## src/rtl/div_pkg.sv

```systemverilog
// Shared definitions for the iterative divider: FSM state encoding and default width.
package div_pkg;

    localparam int DATA_W_DEF = 32;

    typedef enum logic [1:0] {
        IDLE = 2'd0,
        CALC = 2'd1,
        FIN  = 2'd2
    } state_t;

endpackage

```

## src/rtl/div_step.sv

```systemverilog
// One restoring shift-subtract iteration on unsigned magnitudes.
module div_step #(
    parameter int DATA_W = 32
) (
    input  logic [DATA_W-1:0] rem,
    input  logic [DATA_W-1:0] quo,
    input  logic [DATA_W-1:0] dvs,
    output logic [DATA_W-1:0] rem_nxt,
    output logic [DATA_W-1:0] quo_nxt
);

    logic [DATA_W:0] shifted;
    logic [DATA_W:0] diff;
    logic            borrow;

    // rem < dvs holds between steps, so the extra top bit of diff is a clean borrow flag.
    assign shifted = {rem, quo[DATA_W-1]};
    assign diff    = shifted - {1'b0, dvs};
    assign borrow  = diff[DATA_W];

    assign rem_nxt = borrow ? shifted[DATA_W-1:0] : diff[DATA_W-1:0];
    assign quo_nxt = {quo[DATA_W-2:0], ~borrow};

endmodule

```

## src/rtl/div_unit.sv

```systemverilog
// Multi-cycle restoring divider with fixed DATA_W+1 cycle latency after the start edge.
// Define DIV_SIGNED_EN for two's-complement (div) semantics; default build is unsigned (divu).
module div_unit
    import div_pkg::*;
#(
    parameter int DATA_W = DATA_W_DEF
) (
    input  logic              clk,
    input  logic              reset,
    input  logic              start,
    input  logic [DATA_W-1:0] a,
    input  logic [DATA_W-1:0] b,
    output logic [DATA_W-1:0] hi,
    output logic [DATA_W-1:0] lo,
    output logic              busy,
    output logic              done,
    output logic              div_zero
);

    localparam int CNT_W = $clog2(DATA_W + 1);

    state_t             state;
    state_t             state_nxt;
    logic [CNT_W-1:0]   cnt;
    logic [DATA_W-1:0]  rem;
    logic [DATA_W-1:0]  quo;
    logic [DATA_W-1:0]  dvs;
    logic [DATA_W-1:0]  rem_nxt;
    logic [DATA_W-1:0]  quo_nxt;
    logic [DATA_W-1:0]  mag_a;
    logic [DATA_W-1:0]  mag_b;
    logic               last;

`ifdef DIV_SIGNED_EN
    logic neg_q;
    logic neg_r;

    // Magnitude of the most negative value wraps to itself, which is the correct unsigned magnitude.
    assign mag_a = a[DATA_W-1] ? -a : a;
    assign mag_b = b[DATA_W-1] ? -b : b;
`else
    assign mag_a = a;
    assign mag_b = b;
`endif

    assign last = (cnt == CNT_W'(DATA_W - 1));
    assign busy = (state != IDLE);

    div_step #(.DATA_W(DATA_W)) u_step (
        .rem     (rem),
        .quo     (quo),
        .dvs     (dvs),
        .rem_nxt (rem_nxt),
        .quo_nxt (quo_nxt)
    );

    always_ff @(posedge clk) begin
        if (reset) state <= IDLE;
        else       state <= state_nxt;
    end

    always_comb begin
        state_nxt = state;
        case (state)
            IDLE:    if (start && (b != '0)) state_nxt = CALC;
            CALC:    if (last) state_nxt = FIN;
            FIN:     state_nxt = IDLE;
            default: state_nxt = IDLE;
        endcase
    end

    always_ff @(posedge clk) begin
        if (reset) begin
            hi       <= '0;
            lo       <= '0;
            done     <= 1'b0;
            div_zero <= 1'b0;
            rem      <= '0;
            quo      <= '0;
            dvs      <= '0;
            cnt      <= '0;
`ifdef DIV_SIGNED_EN
            neg_q    <= 1'b0;
            neg_r    <= 1'b0;
`endif
        end else begin
            done     <= 1'b0;
            div_zero <= 1'b0;
            case (state)
                IDLE: begin
                    if (start) begin
                        if (b == '0) begin
                            done     <= 1'b1;
                            div_zero <= 1'b1;
                        end else begin
                            rem <= '0;
                            quo <= mag_a;
                            dvs <= mag_b;
                            cnt <= '0;
`ifdef DIV_SIGNED_EN
                            neg_q <= a[DATA_W-1] ^ b[DATA_W-1];
                            neg_r <= a[DATA_W-1];
`endif
                        end
                    end
                end
                CALC: begin
                    rem <= rem_nxt;
                    quo <= quo_nxt;
                    cnt <= cnt + CNT_W'(1);
                end
                FIN: begin
`ifdef DIV_SIGNED_EN
                    lo <= neg_q ? -quo : quo;
                    hi <= neg_r ? -rem : rem;
`else
                    lo <= quo;
                    hi <= rem;
`endif
                    done <= 1'b1;
                end
                default: ;
            endcase
        end
    end

endmodule
```

## config.mk

```make
export PLATFORM = sky130hd
export DESIGN_NAME = div_unit
export DESIGN_NICKNAME = d
export VERILOG_FILES = /design/src/rtl/div_pkg.sv /design/src/rtl/div_step.sv /design/src/rtl/div_unit.sv
export SDC_FILE = /design/constraint.sdc
export NUM_CORES = 1
export LEC_CHECK = 0
export BUFFER_PORTS_ARGS = -buffer_cell sky130_fd_sc_hd__buf_4
export CAP_MARGIN = 5
export CELL_PAD_IN_SITES_DETAIL_PLACEMENT = 0
export CELL_PAD_IN_SITES_GLOBAL_PLACEMENT = 1
export CORE_MARGIN = 3
export CORE_UTILIZATION = 44
export DETAILED_ROUTE_END_ITERATION = 8
export GPL_ROUTABILITY_DRIVEN = 1
export PLACE_DENSITY = 0.82
export SYNTH_ARGS = -nofsm -noshare
export SYNTH_HDL_FRONTEND = slang
export SYNTH_HIERARCHICAL = 1
export SYNTH_SLANG_ARGS = --single-unit
```

## constraint.sdc

```tcl
create_clock -name clk -period 4.4 [get_ports clk]
set_clock_uncertainty 0.05 [all_clocks]
set_input_delay 0.44 -clock clk [delete_from_list [all_inputs] [get_ports clk]]
set_output_delay 0.44 -clock clk [all_outputs]
set_load 0.02 [all_outputs]
```

Word level (Yosys, flattened, before mapping)

Index checks and enable logic that the tools add are counted.

Input bits: 67
Memory bits (read-only): 0
Bits in registers: 170
Bits in writable memories: 0
Memories kept: 0
Bits in latches: 0

Divide/modulo/power cells: 0
Bitwise operators: 3
Magnitude comparators: 0
$add $sub $neg: 2
Multiplexer cells: 16
Eq/ne operators: 7
Reductions and logical operators: 10
$mul: 0
Shift operators: 0

Operator list:

| kind                | count |
|---|---|
| $mux 32             | 5 |
| $pmux 32 s2         | 2 |
| $sub 33x32->33      | 1 |
| $logic_not 32->1    | 1 |
| $reduce_bool 32->1  | 1 |
| $mux 6              | 2 |
| $pmux 6 s2          | 1 |
| $ne 2x2->1 const B  | 4 |
| $add 6x1->6 const B | 1 |
| $eq 6x5->1 const B  | 1 |
| $reduce_and 3->1    | 2 |
| $mux 2              | 2 |
| $pmux 2 s2          | 1 |
| $reduce_bool 2->1   | 2 |
| $not 1->1           | 3 |
| $eq 2x1->1 const B  | 1 |
| $eq 2x2->1 const B  | 1 |
| $logic_not 2->1     | 1 |
| $mux 1              | 2 |
| $pmux 1 s2          | 1 |
| $reduce_and 2->1    | 1 |
| $reduce_or 2->1     | 1 |
| $logic_and 1x1->1   | 1 |

Logic depth before layout (Yosys ltp)

Gate-level depths: netlist of run 1.

Word-level depth: 4
Depth in mapped cells: 17

Hierarchy

Netlist of run 1, hierarchy kept.

By module, submodules not included:

| module   | area each (µm²) | sequential area each (µm²) | cells an instance | instances |
|---|---|---|---|---|
| div_unit | 7216.9          | 3403.3                     | 807               | 1 |
| div_step | 2549.9          | 0.0                        | 340               | 1 |

Least setup slack after synthesis of run 1

Ideal clock, no wire load.

Path type: register -> register
Start: register quo[31]
End: register rem[15]
Data arrival time: 3257 ps
Stages on the path, launching flop included: 17
Library setup time: 117 ps
Setup slack: 976 ps
Clock period less this slack: 3424 ps
Cells stage by stage: dfxtp_1 inv_1 ha_1 fa_1 and2b_1 o2111ai_2 a21oi_2 o211ai_2 a211oi_4 nor2_4 mux2i_4 and2_4 buf_12 inv_8 buf_12 mux2_4 a32o_1

Word-level cells in the longest chain between the ends: 3

RTL lines:

| item                   | RTL line        | RTL |
|---|---|---|
| start, declared        | div_unit.sv:26  | `logic [DATA_W-1:0] quo;` |
| start signal, assigned | div_unit.sv:97  | `quo <= mag_a;` |
| start signal, assigned | div_unit.sv:109 | `quo <= quo_nxt;` |
| $sub 33x32->33         | div_step.sv:18  | `assign diff = shifted - {1'b0, dvs};` |
| $mux 32                | div_step.sv:21  | `assign rem_nxt = borrow ? shifted[DATA_W-1:0] : diff[DATA_W-1:0];` |
| via rem_nxt[15]        | div_unit.sv:28  | `logic [DATA_W-1:0] rem_nxt;` |
| $pmux 32 s2            | div_unit.sv:89  | `case (state)` |
| end signal, assigned   | div_unit.sv:108 | `rem <= rem_nxt;` |
| end, declared          | div_unit.sv:25  | `logic [DATA_W-1:0] rem;` |

The timed path passes the listed nets, and every way through them passes these cells.
A chain may end at the register's enable or synchronous reset.

Worst setup path in the final report of run 1

Start: register quo[31]
End: register rem[26]

The elaborated chain is that of the path after synthesis.

==> reports/results.txt, run 1 <==
Std-Cell Core Area: 21400 um^2
CTS Hold Bufs: 0
Setup-failing EPs final: 0
min Tclk post-route: 3.68 ns
FFs w/ async S/R, synth: 0%
EDFF count, synth: 0
Worst-path clk slew: 0.07 ns
first-pass GRT wire length: 41.6 mm
TritonCTS Buffers: 17
clock latency on the worst-skew pair: 0.43 ns
boundary pin count: 134
Yosys cell types: 69
DR vias/cell: 5.66
Fmax: 0.272 GHz
post-CTS setup buffers: 0
Post-synth top cells: nand2_1 (214), dfxtp_1 (170), a21oi_1 (94), nand2b_1 (70), clkbuf_1 (60)
largest buffer count on any clock path: 2
Crit Path Max Fanout: 24
P_leak: 0.00452 uW
clock root buffer: clkbuf_16
Reg2Reg Capture Point: rem[26]$_SDFFE_PP0P_
initial antenna violation count: 0
Pwr Density: 433 nW/um^2
vias in the first global route: 8065
Max H-tree Level: 4
HPWL after DPL: 16.9 mm
mapped cell area: 9770 um^2
Slew HR: 26.3%
R2R Path Start: quo[31]$_SDFFE_PP0P_
Hold Path Stages: 3
area post-placement: 10600 um^2
Crit Path Category: reg -> reg
#FFs+latches synth: 170
Initial DRC Count: 562
All-Layer GR Usage: 20.9%
Worst VDD drop: 0.297 mV
Slew Limit Fails: 0
clock sinks: 170
dpl ws: 0.738 ns
Mean Syn Cell Area: 8.52 um^2
Die W: 155 um
Final Instance Count excl. Fillers: 1483
Synth Flop Type: dfxtp_1
biggest area consumer among synthesized cells: dfxtp_1
Max stage delay on crit path: 0.41 ns
via count: 8397
CP endpoint kind: register
CP max stage cell: fa_1
final WL: 25.1 mm
count leader, synth: nand2_1
final period utilization: 83.7%
Placed Cells: 1452
Yosys top cell area share: 34.8%
Synthesized Nets: 1248
RSZ-0062 raised after global routing: no
status: complete, no violations
final antenna-violating net count: 0
actual transition at the worst max-transition pin: 1.10 ns
reg2reg path depth: 14
Layout area overhead: 14.0%
Finished Core Util: 52.0%
synth top area cells: dfxtp_1 (35%), nand2_1 (8.2%), a21oi_1 (4.8%)
row count: 53
Layout Nets: 1297
hold crit path type: in -> reg
Die Area: 24000 um^2
worst endpoint required time: 4.66 ns
register area share after synthesis: 34.8%
CP Cell Sequence: inv_1, ha_1, fa_1, and2b_1, o2111ai_2, a21oi_2, o211ai_2, a211oi_4, nor2_4, mux2i_4, and2_4, inv_8, mux2_4, a32o_1
PortBufs: 133
grt ovf: 0
Max-Cap Viols: 0
CP arrival: 3.94 ns
Critical Path Source Type: register
starting density of the core: 45.6%
post-route cell area: 11100 um^2
WHS Endpoint: dvs[4]$_SDFFE_PP0P_
hold path startpoint: b[4]
DRC errors left: 0
post-CTS sizing: 0
min setup slack post-route: 0.719 ns
Syn Inst Count: 1147
reg-to-reg slack, setup: 0.72 ns
n_diodes: 0
GPL Wtd Cong: 0.863
Final Hold Fails: 0
WL/cell: 16.9 um
share of cells above drive strength 1: 19.1%
CTS tree: done
setup TNS: 0 ns
pin count of the biggest net entering global routing: 79
yosys warns: 6
drt pass-1 iters: 5
Die Span Y: 155 um
==> kinds of logic (layout without fill, tap and decap cells) <==
family / after synthesis / after routing / share of synthesized area (%)
buf+inv: 156 / 217 / 8.43
fa+ha+maj: 34 / 34 / 4.43
flops: 170 / 170 / 34.8
compound gates: 303 / 303 / 22.3
simple gates: 397 / 397 / 20.3
mux: 57 / 57 / 6.99
xor+xnor: 30 / 30 / 2.69
==> how the worst max path moves through the flow <==
| stage | end | from | slack, ns | cells past startpoint |
|---|---|---|---|---|
| 2_1_floorplan | rem[15]$_SDFFE_PP0P_ | quo[31]$_SDFFE_PP0P_ | 0.98 | 16 |
| 3_3_place_gp | rem[23]$_SDFFE_PP0P_ | quo[31]$_SDFFE_PP0P_ | 0.80 | 14 |
| 3_5_place_dp | rem[19]$_SDFFE_PP0P_ | quo[31]$_SDFFE_PP0P_ | 0.74 | 14 |
| 4_1_cts | rem[19]$_SDFFE_PP0P_ | quo[31]$_SDFFE_PP0P_ | 0.73 | 14 |
| 5_1_grt | quo[0]$_SDFFE_PP0P_ | quo[31]$_SDFFE_PP0P_ | 0.50 | 15 |
| 6_report | rem[26]$_SDFFE_PP0P_ | quo[31]$_SDFFE_PP0P_ | 0.72 | 14 |
==> routing by layer <==
metal  up-vias  GRT usage, %  share of wire [%]
met2       164          31.5                 45
met3        20          3.95                4.2
met5         -             0                  0
li1       4149             -                  -
met4         0          5.72                1.1
met1      4064          30.4                 50
==> per-stage QoR <==
| stage | hold WS [ns] | power, uW |
|---|---|---|
| floorplan | 0.402 | 3130 |
| detailed placement | 0.398 | 3360 |
| CTS | 0.222 | 4840 |
| global placement | 0.393 | 3350 |
| global route | 0.231 | 5090 |
| finish | 0.230 | 4820 |
==> worst max-delay path: cells and delay by family (launching register included) <==
| kind | cells | cell delay (ns) |
|---|---|---|
| AOI/OAI and AO/OA | 5 | 0.99 |
| muxes | 2 | 0.65 |
| adders and majority gates | 2 | 0.64 |
| and+or+nand+nor | 3 | 0.64 |
| DFF | 1 | 0.39 |
| buffers and inverters | 2 | 0.17 |
==> flip-flops by register name, indices dropped and copies added, names as in the netlist <==
| signal | flops |
|---|---|
| dvs | 32 |
| done | 1 |
| div_zero | 1 |
| lo | 32 |
| cnt | 6 |
| rem | 32 |
| state | 2 |
| hi | 32 |
| quo | 32 |
==> where the power goes <==
part | internal, uW | switching [uW]
Clock | 814 | 666
Sequential | 1620 | 84.6
Combinational | 781 | 852
==> placed cells by master (no fill, tap or decap), drive strengths merged, types with 2 or more instances in the layout <==
| cell type | netlist | final |
|---|---|---|
| and2 | 2 | 2 |
| xor2 | 13 | 13 |
| and3 | 7 | 7 |
| inv | 40 | 44 |
| mux2 | 23 | 23 |
| nor2 | 14 | 14 |
| clkinv | 0 | 4 |
| buf | 56 | 146 |
| nand2b | 70 | 70 |
| a31oi | 5 | 5 |
| or2 | 2 | 2 |
| nand3 | 15 | 15 |
| a211oi | 3 | 3 |
| nor2b | 5 | 5 |
| clkbuf | 60 | 19 |
| or3 | 2 | 2 |
| o221ai | 32 | 32 |
| nand2 | 214 | 214 |
| o211ai | 3 | 3 |
| clkinvlp | 0 | 3 |
| ha | 33 | 33 |
| nand4 | 40 | 40 |
| a32o | 36 | 36 |
| a21oi | 95 | 95 |
| o21ai | 23 | 23 |
| a21o | 45 | 45 |
| xnor2 | 17 | 17 |
| nor3 | 9 | 9 |
| a21bo | 2 | 2 |
| o31ai | 4 | 4 |
| dfxtp | 170 | 170 |
| a21boi | 34 | 34 |
| mux2i | 34 | 34 |
| o2111ai | 5 | 5 |
| and4 | 2 | 2 |
| o21a | 5 | 5 |
| a41o | 2 | 2 |
| nor4 | 9 | 9 |
| o21bai | 2 | 2 |
==> area by class of cell <==
| class | count | area (um^2) |
|---|---|---|
| clock buffers | 19 | 453 |
| clock inverters | 12 | 114 |
| fillers | 2073 | 10300 |
| inverters | 40 | 158 |
| multi-input cells | 821 | 5570 |
| flip-flops and latches | 170 | 3400 |
| well taps | 275 | 344 |
| repair buffers | 146 | 1100 |
(Power assumes the default switching activity.)
==> run 2: changes to the inputs <==
- CORE_UTILIZATION: 44 -> 40
- PLACE_DENSITY: 0.82 -> 0.79
- clock period: 4.4 -> 3.16 ns (I/O delays scaled with it)
==> reports/results.txt, run 2 (same netlist as run 1, synthesis figures left out) <==
hold_ws: 0.107 ns (-0.124 ns)
min Tclk post-route: 3.22 ns (-0.465 ns)
CP endpoint kind: register
WL/cell: 17.1 um (+0.88%)
CTS Hold Bufs: 0 (unchanged)
Std-Cell Core Area: 23800 um^2 (+11%)
failing checks: negative setup slack
Max-Cap Viols: 0 (unchanged)
TritonCTS Buffers: 17 (unchanged)
Initial DRC Count: 626 (+11%)
commonest cells after routing, fill and taps aside: nand2_1 (214), buf_4 (170), dfxtp_1 (169)
HPWL after DPL: 17.5 mm (+3.5%)
Layout Nets: 1330 (+2.5%)
GPL Wtd Cong: 0.879 (+1.8%)
Layout area overhead: 19.0%
register area: 3400 um^2 (about the same)
drt pass-1 iters: 5 (unchanged)
clock latency on the worst-skew pair: 0.43 ns (about the same)
largest buffer count on any clock path: 2 (unchanged)
boundary pin count: 134 (unchanged)
Setup-failing EPs final: 31 (+31)
final WL: 26.6 mm (+6.2%)
Die Span Y: 162 um (+4.7%)
min setup slack post-route: -0.0560 ns (-0.775 ns)
final antenna-violating net count: 0 (unchanged)
initial antenna violation count: 0 (unchanged)
n_diodes: 0 (unchanged)
Slew HR: 42.6% (+16 points)
leading cell type in the layout, fill and taps excluded: nand2_1
Multi-input gate area: 5620 um^2 (+0.85%)
hold crit path type: in -> reg
Max H-tree Level: 4 (unchanged)
P_leak: 0.00474 uW (+4.9%)
row count: 56 (+5.7%)
grt ovf: 0 (unchanged)
Die Area: 26300 um^2 (+9.6%)
CP arrival: 3.48 ns (-0.46 ns)
Pwr Density: 620 nW/um^2 (+43%)
first-pass GRT wire length: 43.4 mm (+4.2%)
Worst VDD drop: 0.355 mV (+20%)
clock root buffer: clkbuf_16
Worst-path clk slew: 0.07 ns (about the same)
Crit Path Category: reg -> reg
via count: 8585 (+2.2%)
actual transition at the worst max-transition pin: 0.861 ns (-0.242 ns)
worst endpoint required time: 3.42 ns (-1.24 ns)
pin count of the biggest net entering global routing: 169 (+110%)
DR vias/cell: 5.50 (-2.9%)
CTS tree: done
All-Layer GR Usage: 20.0% (-0.92 points)
Critical Path Source Type: register
Crit Path Max Fanout: 12 (-50%)
clock sinks: 170 (unchanged)
starting density of the core: 41.1% (-4.5 points)
Final Hold Fails: 0 (unchanged)
Fmax: 0.311 GHz (+14%)
dpl ws: -0.147 ns (-0.885 ns)
share of cells above drive strength 1: 22.0% (+2.9 points)
vias in the first global route: 8367 (+3.7%)
fill count: 2316 (+12%)
DRC errors left: 0 (unchanged)
Die W: 162 um (+4.7%)
RSZ-0062 raised after global routing: yes
PortBufs: 133 (unchanged)
status: complete, but fails checks
Slew Limit Fails: 0 (unchanged)
final period utilization: 102% (+18 points)
==> run 2: cell count changes in the layout (fill, tap and decap cells not counted), sizes merged <==
cell    before  now
buf        146  176
clkbuf      19   25
inv         44   42
bufinv       1    2
clkinv       4    3
==> run 2: per-stage QoR <==
stage | instance area, um^2 | TNS (ns) | instances | total power (uW) | util, %
after floorplan | 9780 | -2.31 | 1147 | 4360 | -
after global placement | 10900 | -0.126 | 1520 | 4850 | 45.8
after detailed placement | 10900 | -2.35 | 1520 | 4860 | 45.8
after CTS | 11500 | -0.160 | 1555 | 7090 | 48.5
after global routing | 11600 | -4.82 | 1561 | 7570 | 48.9
final | 11600 | -0.930 | 1561 | 7200 | 48.9
==> run 2: final cells by class <==
class                   count  share of cell area (%)
clock inverters             8                   0.936
clock buffers              24                    4.23
repair inverters            2                   0.215
repair buffers            177                    12.2
inverters                  40                    1.40
flip-flops and latches    170                    29.3
multi-input cells         821                    48.3
well taps                 319                    3.43
==> run 2: metal layers <==
metal	up-vias	GRT usage, %	wire length (um)
li1	4214	-	-
met4	0	5.97	451
met1	4170	28.5	13100
met5	-	0	0
met3	32	2.98	919
met2	169	31.1	12200
==> run 2: final timing paths <==
check / from / end / slack, ns / depth (start not counted)
setup / recovery: quo[31]$_SDFFE_PP0P_ / rem[18]$_SDFFE_PP0P_ / -0.06 / 14
hold / removal: b[12] / dvs[12]$_SDFFE_PP0P_ / 0.11 / 3
setup reg to reg: quo[31]$_SDFFE_PP0P_ / rem[18]$_SDFFE_PP0P_ / -0.06 / 14
hold reg to reg: hi[23]$_SDFFE_PP0P_ / hi[23]$_SDFFE_PP0P_ / 0.40 / 2
==> run 2: power by group <==
part	total, uW	internal, uW	switching (uW)
Combinational	2670	1330	1340
Sequential	2370	2260	112
Clock	2160	1260	904
Total	7200	4840	2360
==> run 2: worst max-delay path, cell delays in order, from the launching register on <==
cell	delay, ns
dfxtp_2	0.33
inv_2	0.04
ha_4	0.16
fa_2	0.33
and2b_1	0.24
o2111ai_2	0.13
a21oi_2	0.21
o211ai_2	0.15
a211oi_4	0.30
nor2_4	0.07
mux2i_4	0.16
and2_4	0.30
inv_12	0.09
mux2_4	0.31
a32o_1	0.21
==> run 2: repair_timing <==
item | CTS | global route
resized for setup | 4 | 10
setup buffers | 2 | 4
setup endpoints to repair | 24 | 33
pin swaps | 1 | 2
cloned | 1 | 2
==> run 3: changes to the inputs <==
- PLACE_DENSITY: 0.79 -> 0.82
==> reports/results.txt, run 3 (same netlist as run 1, synthesis figures left out) <==
status: complete, but fails checks
failing checks: negative setup slack
clock latency on the worst-skew pair: 0.43 ns (about the same)
CTS Hold Bufs: 0 (unchanged)
setup TNS: -0.0565 ns (+0.874 ns)
Max stage delay on crit path: 0.35 ns (+0.02 ns)
DRC errors left: 0 (unchanged)
drt pass-1 iters: 5 (unchanged)
RSZ-0062 raised after global routing: yes
Fmax: 0.314 GHz (+1.1%)
actual transition at the worst max-transition pin: 0.806 ns (-0.0548 ns)
reg2reg path depth: 14 (unchanged)
boundary pin count: 134 (unchanged)
final period utilization: 101% (-1.1 points)
clock sinks: 170 (unchanged)
n_diodes: 0 (unchanged)
clock root buffer: clkbuf_16
CP endpoint kind: register
Initial DRC Count: 470 (-25%)
pin count of the biggest net entering global routing: 57 (-66%)
Crit Path Category: reg -> reg
All-Layer GR Usage: 19.4% (-0.55 points)
row count: 56 (unchanged)
Slew Limit Fails: 0 (unchanged)
CP arrival: 3.45 ns (-0.03 ns)
Multi-input gate area: 5600 um^2 (-0.36%)
WL/cell: 16.6 um (-2.8%)
Critical Path Source Type: register
grt ovf: 0 (unchanged)
CTS tree: done
GPL Wtd Cong: 0.865 (-1.6%)
HPWL after DPL: 18.1 mm (+3.4%)
Worst VDD drop: 0.311 mV (-12%)
Die Area: 26300 um^2 (unchanged)
CP endpoint: rem[5]$_SDFFE_PP0P_
Finished Core Util: 48.7% (-0.27 points)
total chip power: 7190 uW (-0.12%)
Slew HR: 46.1% (+3.5 points)
share of cells above drive strength 1: 21.8% (-0.17 points)
Die W: 162 um (unchanged)
leading cell type in the layout, fill and taps excluded: nand2_1
initial antenna violation count: 0 (unchanged)
worst endpoint required time: 3.43 ns (about the same)
Hold Path Stages: 3 (unchanged)
Setup-failing EPs final: 5 (-84%)
hold crit path type: in -> reg
Die Span Y: 162 um (unchanged)
Reg2Reg Capture Point: rem[5]$_SDFFE_PP0P_
Pwr Density: 622 nW/um^2 (+0.43%)
fill count: 2319 (+0.13%)
reg-to-reg slack, setup: -0.02 ns (+0.04 ns)
Worst Setup SP: quo[31]$_SDFFE_PP0P_
first-pass GRT wire length: 42.3 mm (-2.5%)
commonest cells after routing, fill and taps aside: nand2_1 (214), buf_4 (173), dfxtp_1 (169)
min Tclk post-route: 3.18 ns (-0.0360 ns)
Final Hold Fails: 0 (unchanged)
DR vias/cell: 5.46 (-0.75%)
final antenna-violating net count: 0 (unchanged)
PortBufs: 133 (unchanged)
final WL: 25.8 mm (-3.1%)
CP max stage cell: mux2_2
Worst-path clk slew: 0.07 ns (about the same)
Max-Cap Viols: 0 (unchanged)
TritonCTS Buffers: 17 (unchanged)
largest buffer count on any clock path: 2 (unchanged)
P_leak: 0.00471 uW (-0.56%)
Std-Cell Core Area: 23800 um^2 (unchanged)
Crit Path Max Fanout: 24 (+12)
register area: 3400 um^2 (unchanged)
starting density of the core: 41.1% (unchanged)
Layout area overhead: 18.4%
R2R Path Start: quo[31]$_SDFFE_PP0P_
Layout Nets: 1326 (-0.30%)
CP Cell Sequence: inv_2, ha_4, fa_2, and2b_2, o2111ai_2, a21oi_2, o211ai_2, a211oi_4, nor2_4, mux2i_4, and2_4, inv_16, mux2_2, a32o_1
via count: 8499 (-1.0%)
min setup slack post-route: -0.0200 ns (+0.0360 ns)
Max H-tree Level: 4 (unchanged)
vias in the first global route: 8298 (-0.82%)
-- run 3: layout make-up --
| class | count | area share, % |
|---|---|---|
| clock inverter | 15 | 1.99 |
| sequential | 170 | 29.4 |
| multi-input combinational | 821 | 48.4 |
| inverter | 40 | 1.44 |
| tap | 319 | 3.45 |
| timing repair buffer | 175 | 11.6 |
| clock buffer | 17 | 3.68 |
-- run 3: metrics by stage --
step | hold slack [ns] | cells | setup slack (ns) | area [um^2]
after floorplan | 0.402 | 1147 | -0.123 | 9780
after global placement | 0.394 | 1524 | -0.0337 | 10900
after detailed placement | 0.398 | 1524 | -0.107 | 10900
after CTS | 0.0987 | 1556 | -0.00953 | 11500
after global routing | 0.107 | 1557 | -0.169 | 11600
final | 0.112 | 1557 | -0.0200 | 11600
-- run 3: power by group --
group          internal (uW)  switching [uW]
logic                   1240            1260
clock network           1360             969
registers               2260             111
total                   4850            2340
-- run 3: worst max-delay path, delay by kind of cell (launching register included) --
kind	cells	cell delay [ns]
buffers and inverters	2	0.17
AND/OR/NAND/NOR	3	0.49
AO/OA/AOI/OAI	5	0.96
multiplexers	2	0.53
flip-flops	1	0.34
adder cells (fa/ha/maj)	2	0.48
-- run 3: routing by layer --
layer | vias to the layer above | wire [um] | global-route usage, %
met4 | 0 | 353 | 5.23
met3 | 23 | 1080 | 3.14
met1 | 4100 | 12600 | 27.1
li1 | 4214 | - | -
met2 | 162 | 11800 | 31.2
met5 | - | 0 | 0
-- run 3: worst min-delay path by stage --
| stage | start | endpoint |
|---|---|---|
| global route | b[9] | dvs[9]$_SDFFE_PP0P_ |
| global placement | hi[13]$_SDFFE_PP0P_ | hi[13]$_SDFFE_PP0P_ |
| detailed placement | hi[21]$_SDFFE_PP0P_ | hi[21]$_SDFFE_PP0P_ |
| finish | b[2] | dvs[2]$_SDFFE_PP0P_ |
| CTS | b[13] | dvs[13]$_SDFFE_PP0P_ |
| floorplan | dvs[31]$_SDFFE_PP0P_ | dvs[31]$_SDFFE_PP0P_ |
-- run 3: what timing repair did --
item / 4_1_cts / 5_1_grt
gates resized for setup: 2 / 6
endpoints found under the setup margin: 23 / 32
pin swaps: 2 / 1
setup buffers: 0 / 1
